[src/rtl/cpu_bus_seq_pkg.sv]
// Shared types and constants for the 65c816 multi-byte bus access sequencer.
package cpu_bus_seq_pkg;

  // Bus direction values driven on which_rdwr.
  localparam logic WH_RDWR_READ  = 1'b0;
  localparam logic WH_RDWR_WRITE = 1'b1;

  typedef enum logic [1:0] {
    WRAP_LINEAR = 2'd0,
    WRAP_BANK   = 2'd1,
    WRAP_PAGE   = 2'd2
  } cpu_wrap_t;

  localparam int SEQ_STATE_MSB = 1;

  typedef enum logic [SEQ_STATE_MSB:0] {
    SEQ_IDLE   = 2'd0,
    SEQ_ACCESS = 2'd1,
    SEQ_DONE   = 2'd2
  } seq_state_t;

  // Zero-length commands still move one byte; oversize ones saturate.
  function automatic int unsigned clamp_len(input int unsigned len, input int unsigned max_bytes);
    if (len == 0) return 1;
    if (len > max_bytes) return max_bytes;
    return len;
  endfunction

endpackage

[src/rtl/cpu_bus_seq_if.sv]
// Command and memory-bus bundle between the CPU control FSM, the sequencer
// and external memory.
interface cpu_bus_seq_if #(
  parameter int ADDR_WIDTH = 24,
  parameter int MAX_BYTES  = 3,
  parameter int LEN_WIDTH  = 2
);
  logic                     enable;
  logic                     start;
  logic                     op_write;
  logic [LEN_WIDTH-1:0]     op_len;
  logic [ADDR_WIDTH-1:0]    op_addr;
  logic [1:0]               op_wrap;
  logic [8*MAX_BYTES-1:0]   op_wdata;
  logic                     busy;
  logic                     done;
  logic [8*MAX_BYTES-1:0]   rdata;
  logic                     req_rdwr;
  logic                     which_rdwr;
  logic [ADDR_WIDTH-1:0]    addr;
  logic [7:0]               data_out;
  logic [7:0]               data_in;
  logic                     mem_ready;

  modport master (
    output enable, start, op_write, op_len, op_addr, op_wrap, op_wdata,
    output data_in, mem_ready,
    input  busy, done, rdata, req_rdwr, which_rdwr, addr, data_out
  );

  modport slave (
    input  enable, start, op_write, op_len, op_addr, op_wrap, op_wdata,
    input  data_in, mem_ready,
    output busy, done, rdata, req_rdwr, which_rdwr, addr, data_out
  );
endinterface

[src/rtl/cpu_addr_incr.sv]
// Wrap-aware address adder: base + offset with the carry confined to the
// page (low 8 bits) or bank (low 16 bits) when requested.
module cpu_addr_incr
  import cpu_bus_seq_pkg::*;
#(
  parameter int ADDR_WIDTH   = 24,
  parameter int OFFSET_WIDTH = 2
) (
  input  logic [ADDR_WIDTH-1:0]   base,
  input  logic [OFFSET_WIDTH-1:0] offset,
  input  logic [1:0]              wrap,
  output logic [ADDR_WIDTH-1:0]   address
);
  logic [ADDR_WIDTH-1:0] sum;
  logic [ADDR_WIDTH-1:0] mask;

  // Bits outside the mask come from base untouched, so carries cannot escape.
  always_comb begin
    sum  = base + ADDR_WIDTH'(offset);
    mask = '1;
    if (wrap == WRAP_PAGE) begin
      mask = ADDR_WIDTH'(16'h00FF);
    end else if (wrap == WRAP_BANK) begin
      mask = ADDR_WIDTH'(16'hFFFF);
    end
    address = (base & ~mask) | (sum & mask);
  end
endmodule

[src/rtl/cpu_bus_seq.sv]
// Multi-byte memory access sequencer: one command becomes a little-endian run
// of single-byte bus cycles with wait states and 65c816 page/bank wrap.
module cpu_bus_seq
  import cpu_bus_seq_pkg::*;
#(
  parameter int ADDR_WIDTH = 24,
  parameter int MAX_BYTES  = 3,
  parameter int LEN_WIDTH  = 2
) (
  input logic          clk,
  input logic          rst,
  cpu_bus_seq_if.slave bus
);
  localparam int IDX_W = (MAX_BYTES > 1) ? $clog2(MAX_BYTES) : 1;
  localparam int DW    = 8 * MAX_BYTES;

  seq_state_t            state_reg, state_next;
  logic [IDX_W-1:0]      idx_reg, idx_next;
  logic [IDX_W-1:0]      last_reg, last_next;
  logic                  write_reg, write_next;
  logic [1:0]            wrap_reg, wrap_next;
  logic [ADDR_WIDTH-1:0] base_reg, base_next;
  logic [DW-1:0]         wdata_reg, wdata_next;
  logic [DW-1:0]         rdata_reg, rdata_next;
  logic                  req_reg, req_next;
  logic                  which_reg, which_next;
  logic [ADDR_WIDTH-1:0] addr_reg, addr_next;
  logic [7:0]            dout_reg, dout_next;
  logic                  busy_reg, busy_next;
  logic                  done_reg, done_next;

  logic [IDX_W-1:0]      idx_inc;
  logic [IDX_W-1:0]      last_cmd;
  logic [ADDR_WIDTH-1:0] step_addr;
  logic                  last_byte;
  logic [7:0]            wbyte [MAX_BYTES];

  assign idx_inc   = idx_reg + 1'b1;
  assign last_byte = (idx_reg == last_reg);
  assign last_cmd  = IDX_W'(clamp_len(32'(bus.op_len), MAX_BYTES) - 1);

  for (genvar gi = 0; gi < MAX_BYTES; gi++) begin : g_wlane
    assign wbyte[gi] = wdata_reg[8*gi +: 8];
  end

  // Address of the byte that follows the current one.
  cpu_addr_incr #(
    .ADDR_WIDTH   (ADDR_WIDTH),
    .OFFSET_WIDTH (IDX_W)
  ) u_addr_incr (
    .base    (base_reg),
    .offset  (idx_inc),
    .wrap    (wrap_reg),
    .address (step_addr)
  );

  always_ff @(posedge clk) begin
    if (rst) begin
      state_reg <= SEQ_IDLE;
    end else if (bus.enable) begin
      state_reg <= state_next;
    end
  end

  always_comb begin
    state_next = state_reg;
    case (state_reg)
      SEQ_IDLE:   if (bus.start) state_next = SEQ_ACCESS;
      SEQ_ACCESS: if (bus.mem_ready && last_byte) state_next = SEQ_DONE;
      SEQ_DONE:   state_next = SEQ_IDLE;
      default:    state_next = SEQ_IDLE;
    endcase
  end

  // Computes the next value of every registered output so the bus pins never
  // see a combinational path from any input.
  always_comb begin
    idx_next   = idx_reg;
    last_next  = last_reg;
    write_next = write_reg;
    wrap_next  = wrap_reg;
    base_next  = base_reg;
    wdata_next = wdata_reg;
    rdata_next = rdata_reg;
    req_next   = req_reg;
    which_next = which_reg;
    addr_next  = addr_reg;
    dout_next  = dout_reg;
    busy_next  = busy_reg;
    done_next  = done_reg;
    case (state_reg)
      SEQ_IDLE: begin
        if (bus.start) begin
          write_next = bus.op_write;
          wrap_next  = bus.op_wrap;
          base_next  = bus.op_addr;
          wdata_next = bus.op_wdata;
          last_next  = last_cmd;
          idx_next   = '0;
          if (!bus.op_write) rdata_next = '0;
          req_next   = 1'b1;
          which_next = bus.op_write ? WH_RDWR_WRITE : WH_RDWR_READ;
          addr_next  = bus.op_addr;
          dout_next  = bus.op_write ? bus.op_wdata[7:0] : 8'h00;
          busy_next  = 1'b1;
        end
      end
      SEQ_ACCESS: begin
        if (bus.mem_ready) begin
          if (!write_reg) begin
            for (int k = 0; k < MAX_BYTES; k++) begin
              if (idx_reg == IDX_W'(k)) rdata_next[8*k +: 8] = bus.data_in;
            end
          end
          if (last_byte) begin
            req_next  = 1'b0;
            done_next = 1'b1;
          end else begin
            idx_next  = idx_inc;
            addr_next = step_addr;
            dout_next = write_reg ? wbyte[idx_inc] : 8'h00;
          end
        end
      end
      SEQ_DONE: begin
        done_next = 1'b0;
        busy_next = 1'b0;
      end
      default: begin
        req_next  = 1'b0;
        done_next = 1'b0;
        busy_next = 1'b0;
      end
    endcase
  end

  always_ff @(posedge clk) begin
    if (rst) begin
      idx_reg   <= '0;
      last_reg  <= '0;
      write_reg <= 1'b0;
      wrap_reg  <= WRAP_LINEAR;
      base_reg  <= '0;
      wdata_reg <= '0;
      rdata_reg <= '0;
      req_reg   <= 1'b0;
      which_reg <= WH_RDWR_READ;
      addr_reg  <= '0;
      dout_reg  <= '0;
      busy_reg  <= 1'b0;
      done_reg  <= 1'b0;
    end else if (bus.enable) begin
      idx_reg   <= idx_next;
      last_reg  <= last_next;
      write_reg <= write_next;
      wrap_reg  <= wrap_next;
      base_reg  <= base_next;
      wdata_reg <= wdata_next;
      rdata_reg <= rdata_next;
      req_reg   <= req_next;
      which_reg <= which_next;
      addr_reg  <= addr_next;
      dout_reg  <= dout_next;
      busy_reg  <= busy_next;
      done_reg  <= done_next;
    end
  end

  assign bus.req_rdwr   = req_reg;
  assign bus.which_rdwr = which_reg;
  assign bus.addr       = addr_reg;
  assign bus.data_out   = dout_reg;
  assign bus.busy       = busy_reg;
  assign bus.done       = done_reg;
  assign bus.rdata      = rdata_reg;
endmodule

[src/flat_wrapper.sv]
// flat-port wrapper written by rule: the top's interface ports become plain ports
module cpu_bus_seq_flat import cpu_bus_seq_pkg::*;
#(
  parameter int ADDR_WIDTH = 24,
  parameter int MAX_BYTES  = 3,
  parameter int LEN_WIDTH  = 2
)
  (clk, rst, bus_enable, bus_start, bus_op_write, bus_op_len, bus_op_addr, bus_op_wrap, bus_op_wdata, bus_data_in, bus_mem_ready, bus_busy, bus_done, bus_rdata, bus_req_rdwr, bus_which_rdwr, bus_addr, bus_data_out);
  cpu_bus_seq_if #(.ADDR_WIDTH(ADDR_WIDTH), .MAX_BYTES(MAX_BYTES), .LEN_WIDTH(LEN_WIDTH)) bus_i ();
  input logic clk;
  input logic rst;
  input wire logic [$bits(bus_i.enable)-1:0] bus_enable;
  input wire logic [$bits(bus_i.start)-1:0] bus_start;
  input wire logic [$bits(bus_i.op_write)-1:0] bus_op_write;
  input wire logic [$bits(bus_i.op_len)-1:0] bus_op_len;
  input wire logic [$bits(bus_i.op_addr)-1:0] bus_op_addr;
  input wire logic [$bits(bus_i.op_wrap)-1:0] bus_op_wrap;
  input wire logic [$bits(bus_i.op_wdata)-1:0] bus_op_wdata;
  input wire logic [$bits(bus_i.data_in)-1:0] bus_data_in;
  input wire logic [$bits(bus_i.mem_ready)-1:0] bus_mem_ready;
  output wire logic [$bits(bus_i.busy)-1:0] bus_busy;
  output wire logic [$bits(bus_i.done)-1:0] bus_done;
  output wire logic [$bits(bus_i.rdata)-1:0] bus_rdata;
  output wire logic [$bits(bus_i.req_rdwr)-1:0] bus_req_rdwr;
  output wire logic [$bits(bus_i.which_rdwr)-1:0] bus_which_rdwr;
  output wire logic [$bits(bus_i.addr)-1:0] bus_addr;
  output wire logic [$bits(bus_i.data_out)-1:0] bus_data_out;
  assign bus_i.enable = bus_enable;
  assign bus_i.start = bus_start;
  assign bus_i.op_write = bus_op_write;
  assign bus_i.op_len = bus_op_len;
  assign bus_i.op_addr = bus_op_addr;
  assign bus_i.op_wrap = bus_op_wrap;
  assign bus_i.op_wdata = bus_op_wdata;
  assign bus_i.data_in = bus_data_in;
  assign bus_i.mem_ready = bus_mem_ready;
  assign bus_busy = bus_i.busy;
  assign bus_done = bus_i.done;
  assign bus_rdata = bus_i.rdata;
  assign bus_req_rdwr = bus_i.req_rdwr;
  assign bus_which_rdwr = bus_i.which_rdwr;
  assign bus_addr = bus_i.addr;
  assign bus_data_out = bus_i.data_out;
  cpu_bus_seq #(.ADDR_WIDTH(ADDR_WIDTH), .MAX_BYTES(MAX_BYTES), .LEN_WIDTH(LEN_WIDTH)) u_core (.clk(clk), .rst(rst), .bus(bus_i));
endmodule
[config.mk]
export PLATFORM = sky130hd
export DESIGN_NAME = cpu_bus_seq_flat
export DESIGN_NICKNAME = d
export VERILOG_FILES = /design/src/rtl/cpu_bus_seq_pkg.sv /design/src/rtl/cpu_bus_seq_if.sv /design/src/rtl/cpu_addr_incr.sv /design/src/rtl/cpu_bus_seq.sv /design/src/flat_wrapper.sv
export SDC_FILE = /design/constraint.sdc
export NUM_CORES = 1
export LEC_CHECK = 0
export CAP_MARGIN = 20
export CORE_UTILIZATION = 32
export DETAILED_ROUTE_END_ITERATION = 6
export GPL_TIMING_DRIVEN = 0
export HOLD_SLACK_MARGIN = 0.06
export PLACE_DENSITY = 0.57
export SLEW_MARGIN = 20
export SYNTH_ARGS = -nofsm -noshare
export SYNTH_HDL_FRONTEND = slang
export SYNTH_SLANG_ARGS = --single-unit
[constraint.sdc]
create_clock -name clk -period 3.6 [get_ports clk]
set_input_delay 0.72 -clock clk [delete_from_list [all_inputs] [get_ports clk]]
set_output_delay 0.72 -clock clk [all_outputs]
set_load 0.05 [all_outputs]
# Word-level counts from Yosys, hierarchy flattened
# Cells that the tools add are included.
word_totals:
  ff_bits: 117
  word_cells: 101
op_classes:
  add_sub_neg: 3
  order_cmp: 1
  n_eq_ne: 17
  mux: 42
  n_bitwise: 8
  n_reduce_logical: 14
op_table:
  columns: ["op", "n"]
  rows:
  - ["24-bit two-way mux", 9]
  - ["24-bit one-hot mux with 2 select lines", 2]
  - ["8-bit two-way mux", 10]
  - ["24-bit bitwise AND", 2]
  - ["24-bit by 2-bit adder with 24-bit output", 1]
  - ["24-bit NOT", 1]
  - ["24-bit bitwise OR", 1]
  - ["7-bit AND reduction", 3]
  - ["8-bit binary-select mux with 2-bit select", 1]
  - ["8-bit one-hot mux with 2 select lines", 1]
  - ["2-bit two-way mux", 6]
  - ["2-bit by 1-bit inequality test with 1-bit output (second input constant)", 5]
  - ["2-bit inequality test (second input constant)", 5]
  - ["5-bit AND reduction", 2]
  - ["3-bit AND reduction", 3]
  - ["1-bit two-way mux", 8]
  - ["2-bit one-hot mux with 2 select lines", 2]
  - ["2-bit by 1-bit equality test with 1-bit output (second input constant)", 3]
  - ["2-bit equality test (second input constant)", 3]
  - ["2-bit zero test", 3]
  - ["1-bit one-hot mux with 2 select lines", 2]
  - ["4-bit AND reduction", 1]
  - ["3-bit >= comparator (second input constant)", 1]
  - ["1-bit NOT", 3]
  - ["7 further kinds", 7]

# Depth between registers and ports, before layout
logic_depth:
  word_depth: 9
  ltp_mapped: 11
  mapped_depth_nobuf: 8

# Hierarchy
# A second synthesis with hierarchy kept.
hier_totals:
  cells_unflattened: 622
  area_unflattened_um2: 5391.4
modules_own_cells:
  columns: ["module", "n_inst", "cells_per_inst", "area_per_inst_um2", "seq_area_each_um2"]
  rows:
  - ["cpu_bus_seq", 1, 551, 4845.9, 2322.2]
  - ["cpu_addr_incr", 1, 71, 545.5, 0.0]

# Least setup slack after synthesis
# Ideal clock, no wire load.
synth_timing:
  kind: "register -> register"
  startpoint: "reg u_core.idx_reg[0]"
  endpoint: "reg u_core.addr_reg[14], in the netlist u_core.bus.addr[14]"
  setup_time_ps: 67
  arrival_ps: 3046
  slack_ps: 488
  stages_incl_launch_ff: 12
  n_path_buf: 3
  cell_sequence: "dfxtp_1 -> clkbuf_1 -> clkbuf_1 -> inv_1 -> ha_1 -> fa_1 -> inv_1 -> or4_1 -> buf_2 -> or4_1 -> a31o_1 -> a21oi_2"
synth_via:
  elab_chain_cells: 7
  elab_cells_between_ends: 10
  classes_between: "add/sub (2); eq/ne (2); mux (3); bitwise (2); reduce/logical (1)"
synth_rtl:
  columns: ["item", "line", "rtl"]
  rows:
  - ["start: declaration", "cpu_bus_seq.sv:18", "logic [IDX_W-1:0] idx_reg, idx_next;"]
  - ["start signal: assignment", "cpu_bus_seq.sv:153", "idx_reg <= idx_next;"]
  - ["2-bit by 1-bit adder with 2-bit output", "cpu_bus_seq.sv:38", "assign idx_inc = idx_reg + 1'b1;"]
  - ["24-bit by 2-bit adder with 24-bit output", "cpu_addr_incr.sv:19", "sum = base + ADDR_WIDTH'(offset);"]
  - ["24-bit bitwise AND", "cpu_addr_incr.sv:26", "address = (base & ~mask) | (sum & mask);"]
  - ["24-bit bitwise OR", "cpu_addr_incr.sv:26", null]
  - ["24-bit two-way mux", "cpu_bus_seq.sv:115", "if (last_byte) begin"]
  - ["24-bit two-way mux", "cpu_bus_seq.sv:109", "if (bus.mem_ready) begin"]
  - ["24-bit one-hot mux with 2 select lines", "cpu_bus_seq.sv:91", "case (state_reg)"]
  - ["end signal: assignment", "cpu_bus_seq.sv:162", "addr_reg <= addr_next;"]
  - ["end: declaration", "cpu_bus_seq.sv:27", "logic [ADDR_WIDTH-1:0] addr_reg, addr_next;"]
# Parallel ways exist; a longest one is shown, timed or not. The select of a mux whose other input is x is not followed.
# A chain may end at the register's enable or synchronous reset.

# Worst setup path after layout
# Same ends and word-level chain as after synthesis.

==> metrics.md <==
| Metric | Value |
|---|---|
| Min-delay worst type | register to register |
| Mapped cell area | 5260 um^2 |
| Comb power frac | 14.1% |
| Hold_sp | u_core.bus.addr[10]$_SDFFE_PP0P_ |
| Final hold viol count | 0 |
| CTS max path bufs | 2 |
| Pwr/cell area | 531 nW/um^2 |
| Worst-margin pin slew | 0.945 ns |
| Via/cell ratio | 5.07 |
| Final WL | 16500 um |
| Worst-skew pair later-pin latency | 0.42 ns |
| CP Class | register to register |
| Hold buffer count at cts | 0 |
| Antenna Cells | 0 |
| Hold Path Depth | 2 |
| Cell at the root of the clock tree | clkbuf_16 |
| R2r worst-path depth | 11 |
| NetSw | 1.03 mW |
| Layout cell share with drive strength beyond 1 | 7.37% |
| DRC | 0 |
| Clock share of power | 50.7% |
| Initial Utilization | 33.0% |
| Seq cells post-synth | 116 |
| Critical path data arrival time | 3.66 ns |
| Largest net degree at the start of global routing | 17 |
| WP buf/inv | 5 |
| Power share of the sequential group | 35.3% |
| CTS Sinks | 116 |
| DRT Pass-1 Iters | 5 |
| Top cells by area, synth | dfxtp_1, nand2_1, a21oi_1 |
| Area grow syn2layout | 42.2% |
| Status | complete, no violations |
| Max-cap violations | 0 |
| Gate Count Post-Synth | 645 |
| Place WS | -0.0235 ns |
| Slew Viols, Final | 0 |
| Antenna viol nets, final | 0 |
| Ys Warns | 0 |
| Fin crit share | 91.6% |
| Slowest CP cell | or4_1 |
| Total power | 3.97 mW |
| DR WL/cell | 16.2 um |
| Routed vias | 5153 |
| Core area | 15900 um^2 |
| Antenna violations before repair | 0 |
| Num CTS Buffers | 17 |
| H-tree depth | 4 |
| Leakage | 2.58 nW |
| Crit-path leading delay family | simple AND/OR/NAND/NOR gates |
| Row count | 46 |
| Worst Hold Path EP | u_core.bus.addr[10]$_SDFFE_PP0P_ |
| Skew final | 0.00486 ns |
| CP Capture Type | register |
| GPL Wtd Cong | 0.914 |
| Largest area contributor in the netlist | dfxtp_1 |
| IO Port Bufs | 124 |
| Setup_tns | 0 ns |
| Post-CTS Setup Repair Bufs | 0 |
| Reg2reg start | u_core.idx_reg[0]$_SDFFE_PP0P_ |
| CTS tree | yes |
| Synth async-reset ratio | 0% |
| Internal power | 2.94 mW |
| First-pass GRT wire length | 26000 um |
| PnR worst setup slack | 0.301 ns |
| Post-detail-place hpwl | 12100 um |
| Syn Nets | 718 |
| Largest stage delay, worst path | 0.51 ns |
| Die ar. | 16900 um^2 |
| Syn Area/Cell | 8.15 um^2 |
| # IOs | 126 |
| Gr usage total | 20.4% |
| Peak supply drop | 357 uV |
| Die width | 130 um |
| Ys flop type | dfxtp_1 |
| Minimum clock period | 3.30 ns |
| Net Sw Frac | 25.9% |
| Die Ht | 130 um |
| Final setup viols | 0 |
| CP max FO | 10 |
| CP Launch Type | register |
| Register area share after synthesis | 44.2% |
| Vias in the first global route | 5128 |
| Post-synth EDFFs | 0 |
| Cell Chain, Critical Path | clkbuf_2, clkbuf_2, inv_1, ha_1, fa_1, inv_1, or4_1, buf_2, or4_1, a31o_1, a21oi_2 |
| Relative slew slack | 36.9% |
| R2R setup slack | 0.30 ns |
| Top cell type's share of synthesized area | 44.2% |
| WP data required | 3.96 ns |
| Distinct cells, synth | 54 |
| Capturing point of the worst reg2reg path | u_core.bus.addr[14]$_SDFFE_PP0P_ |
| PostCTS Resize Cnt | 1 |
| Fmax | 303 MHz |
| Reg clk slew, reported paths | 0.06 ns |
| Gr ovfl total | 0 |
| Nets | 861 |
| Starting DRT DRC Count | 344 |
| RSZ-0062 raised after global routing | no |
[cells in the final DEF, fill, tap and decap left out, types with 3 or more instances in the layout]
cell type	n
a211o_1	4
a211oi_1	12
a21oi_1	85
a221oi_1	5
a22oi_1	4
and2_1	9
and4_1	3
buf_1	4
buf_2	3
bufinv_16	7
clkbuf_1	29
clkbuf_16	17
clkbuf_2	3
clkdlybuf4s50_1	124
clkinv_4	4
dfxtp_1	116
ha_1	6
inv_1	7
mux2_2	9
mux2i_1	24
nand2_1	137
nand3_1	10
nand4_1	3
nor2_1	63
nor2_2	3
nor2b_1	3
nor3_1	12
nor3b_1	10
nor4_1	7
o21ai_0	14
o22ai_1	4
xnor2_1	14
xor2_1	6
[worst reg2reg max path, cell delays in order, from the launching register on]
cell	delay, ns
dfxtp_1	0.39
clkbuf_2	0.25
clkbuf_2	0.27
inv_1	0.12
ha_1	0.37
fa_1	0.31
inv_1	0.10
or4_1	0.51
buf_2	0.18
or4_1	0.41
a31o_1	0.23
a21oi_2	0.10
[routing by layer]
layer  track usage [%]  wire (um)  up-vias
met3              5.78       1050       35
met5                 0          0        -
li1                  -          -     2525
met1              25.3       7350     2413
met4              8.89        431        0
met2              32.9       7680      180
[power groups by stage]
stage	combinational (mW)	sequential, mW	clock, mW
after global placement	0.554	1.42	0
after global routing	0.602	1.41	2.10
after floorplan	0.227	1.52	0
after detailed placement	0.556	1.43	0
final	0.558	1.40	2.01
after CTS	0.559	1.40	2.04
[synth_stat cells, drive strengths merged (2+ instances only)]
library cell and n:
xnor2 14, xor2 6, and2 9, nand2 137, a21oi 86, nor4 7, a31oi 2, nand4 4
buf 9, a211oi 12, or4 2, a211o 4, o21ai 14, a21o 2, nor3b 10, nor2b 3
mux2 9, mux2i 24, nand2b 2, inv 7, o21a 2, nand3b 2, a221oi 5, dfxtp 116
o22ai 4, nor2 66, or3 2, a311oi 2, nand3 10, and4 4, a22oi 4, clkbuf 34
nor3 12, ha 6
[cell type report]
type	count	area (um^2)
clock buffers	17	425
inverters	7	26.3
plain buffers	43	204
flip-flops and latches	116	2320
repair buffers	124	1240
fillers	1595	8470
clock inverters	15	278
well taps	216	270
multi-input cells	479	2710
[logic make-up after synthesis]
logic type	count (synthesis)	synth area share, %
compound gates	145	16.5
xor+xnor	20	3.33
fa+ha+maj	7	1.81
buf+inv	50	4.31
flops	116	44.2
mux	33	6.50
simple gates	274	23.4
[worst max path at each step]
stage                                   start                                to  slack (ns)  depth (start not counted)
5_1_grt        u_core.idx_reg[0]$_SDFFE_PP0P_  u_core.bus.addr[14]$_SDFFE_PP0P_         0.1                         11
3_5_place_dp   u_core.idx_reg[0]$_SDFFE_PP0P_  u_core.bus.addr[14]$_SDFFE_PP0P_       -0.02                         11
3_3_place_gp   u_core.idx_reg[0]$_SDFFE_PP0P_  u_core.bus.addr[14]$_SDFFE_PP0P_        0.05                         11
6_report       u_core.idx_reg[0]$_SDFFE_PP0P_  u_core.bus.addr[14]$_SDFFE_PP0P_        0.30                         11
2_1_floorplan  u_core.idx_reg[0]$_SDFFE_PP0P_  u_core.bus.addr[14]$_SDFFE_PP0P_        0.49                         11
4_1_cts        u_core.idx_reg[0]$_SDFFE_PP0P_  u_core.bus.addr[14]$_SDFFE_PP0P_        0.12                         11
[per-stage QoR]
| stage | instances | cell area (um^2) | utilization, % | hold WS, ns |
|---|---|---|---|---|
| 3_5_place_dp | 985 | 6770 | 42.4 | 0.448 |
| 3_3_place_gp | 985 | 6770 | 42.4 | 0.446 |
| 4_1_cts | 1017 | 7470 | 46.9 | 0.457 |
| 2_1_floorplan | 645 | 5260 | - | 0.432 |
| 5_1_grt | 1017 | 7470 | 46.9 | 0.471 |
| 6_report | 1017 | 7470 | 46.9 | 0.456 |
No activity file was read; power rests on OpenSTA's default activity.
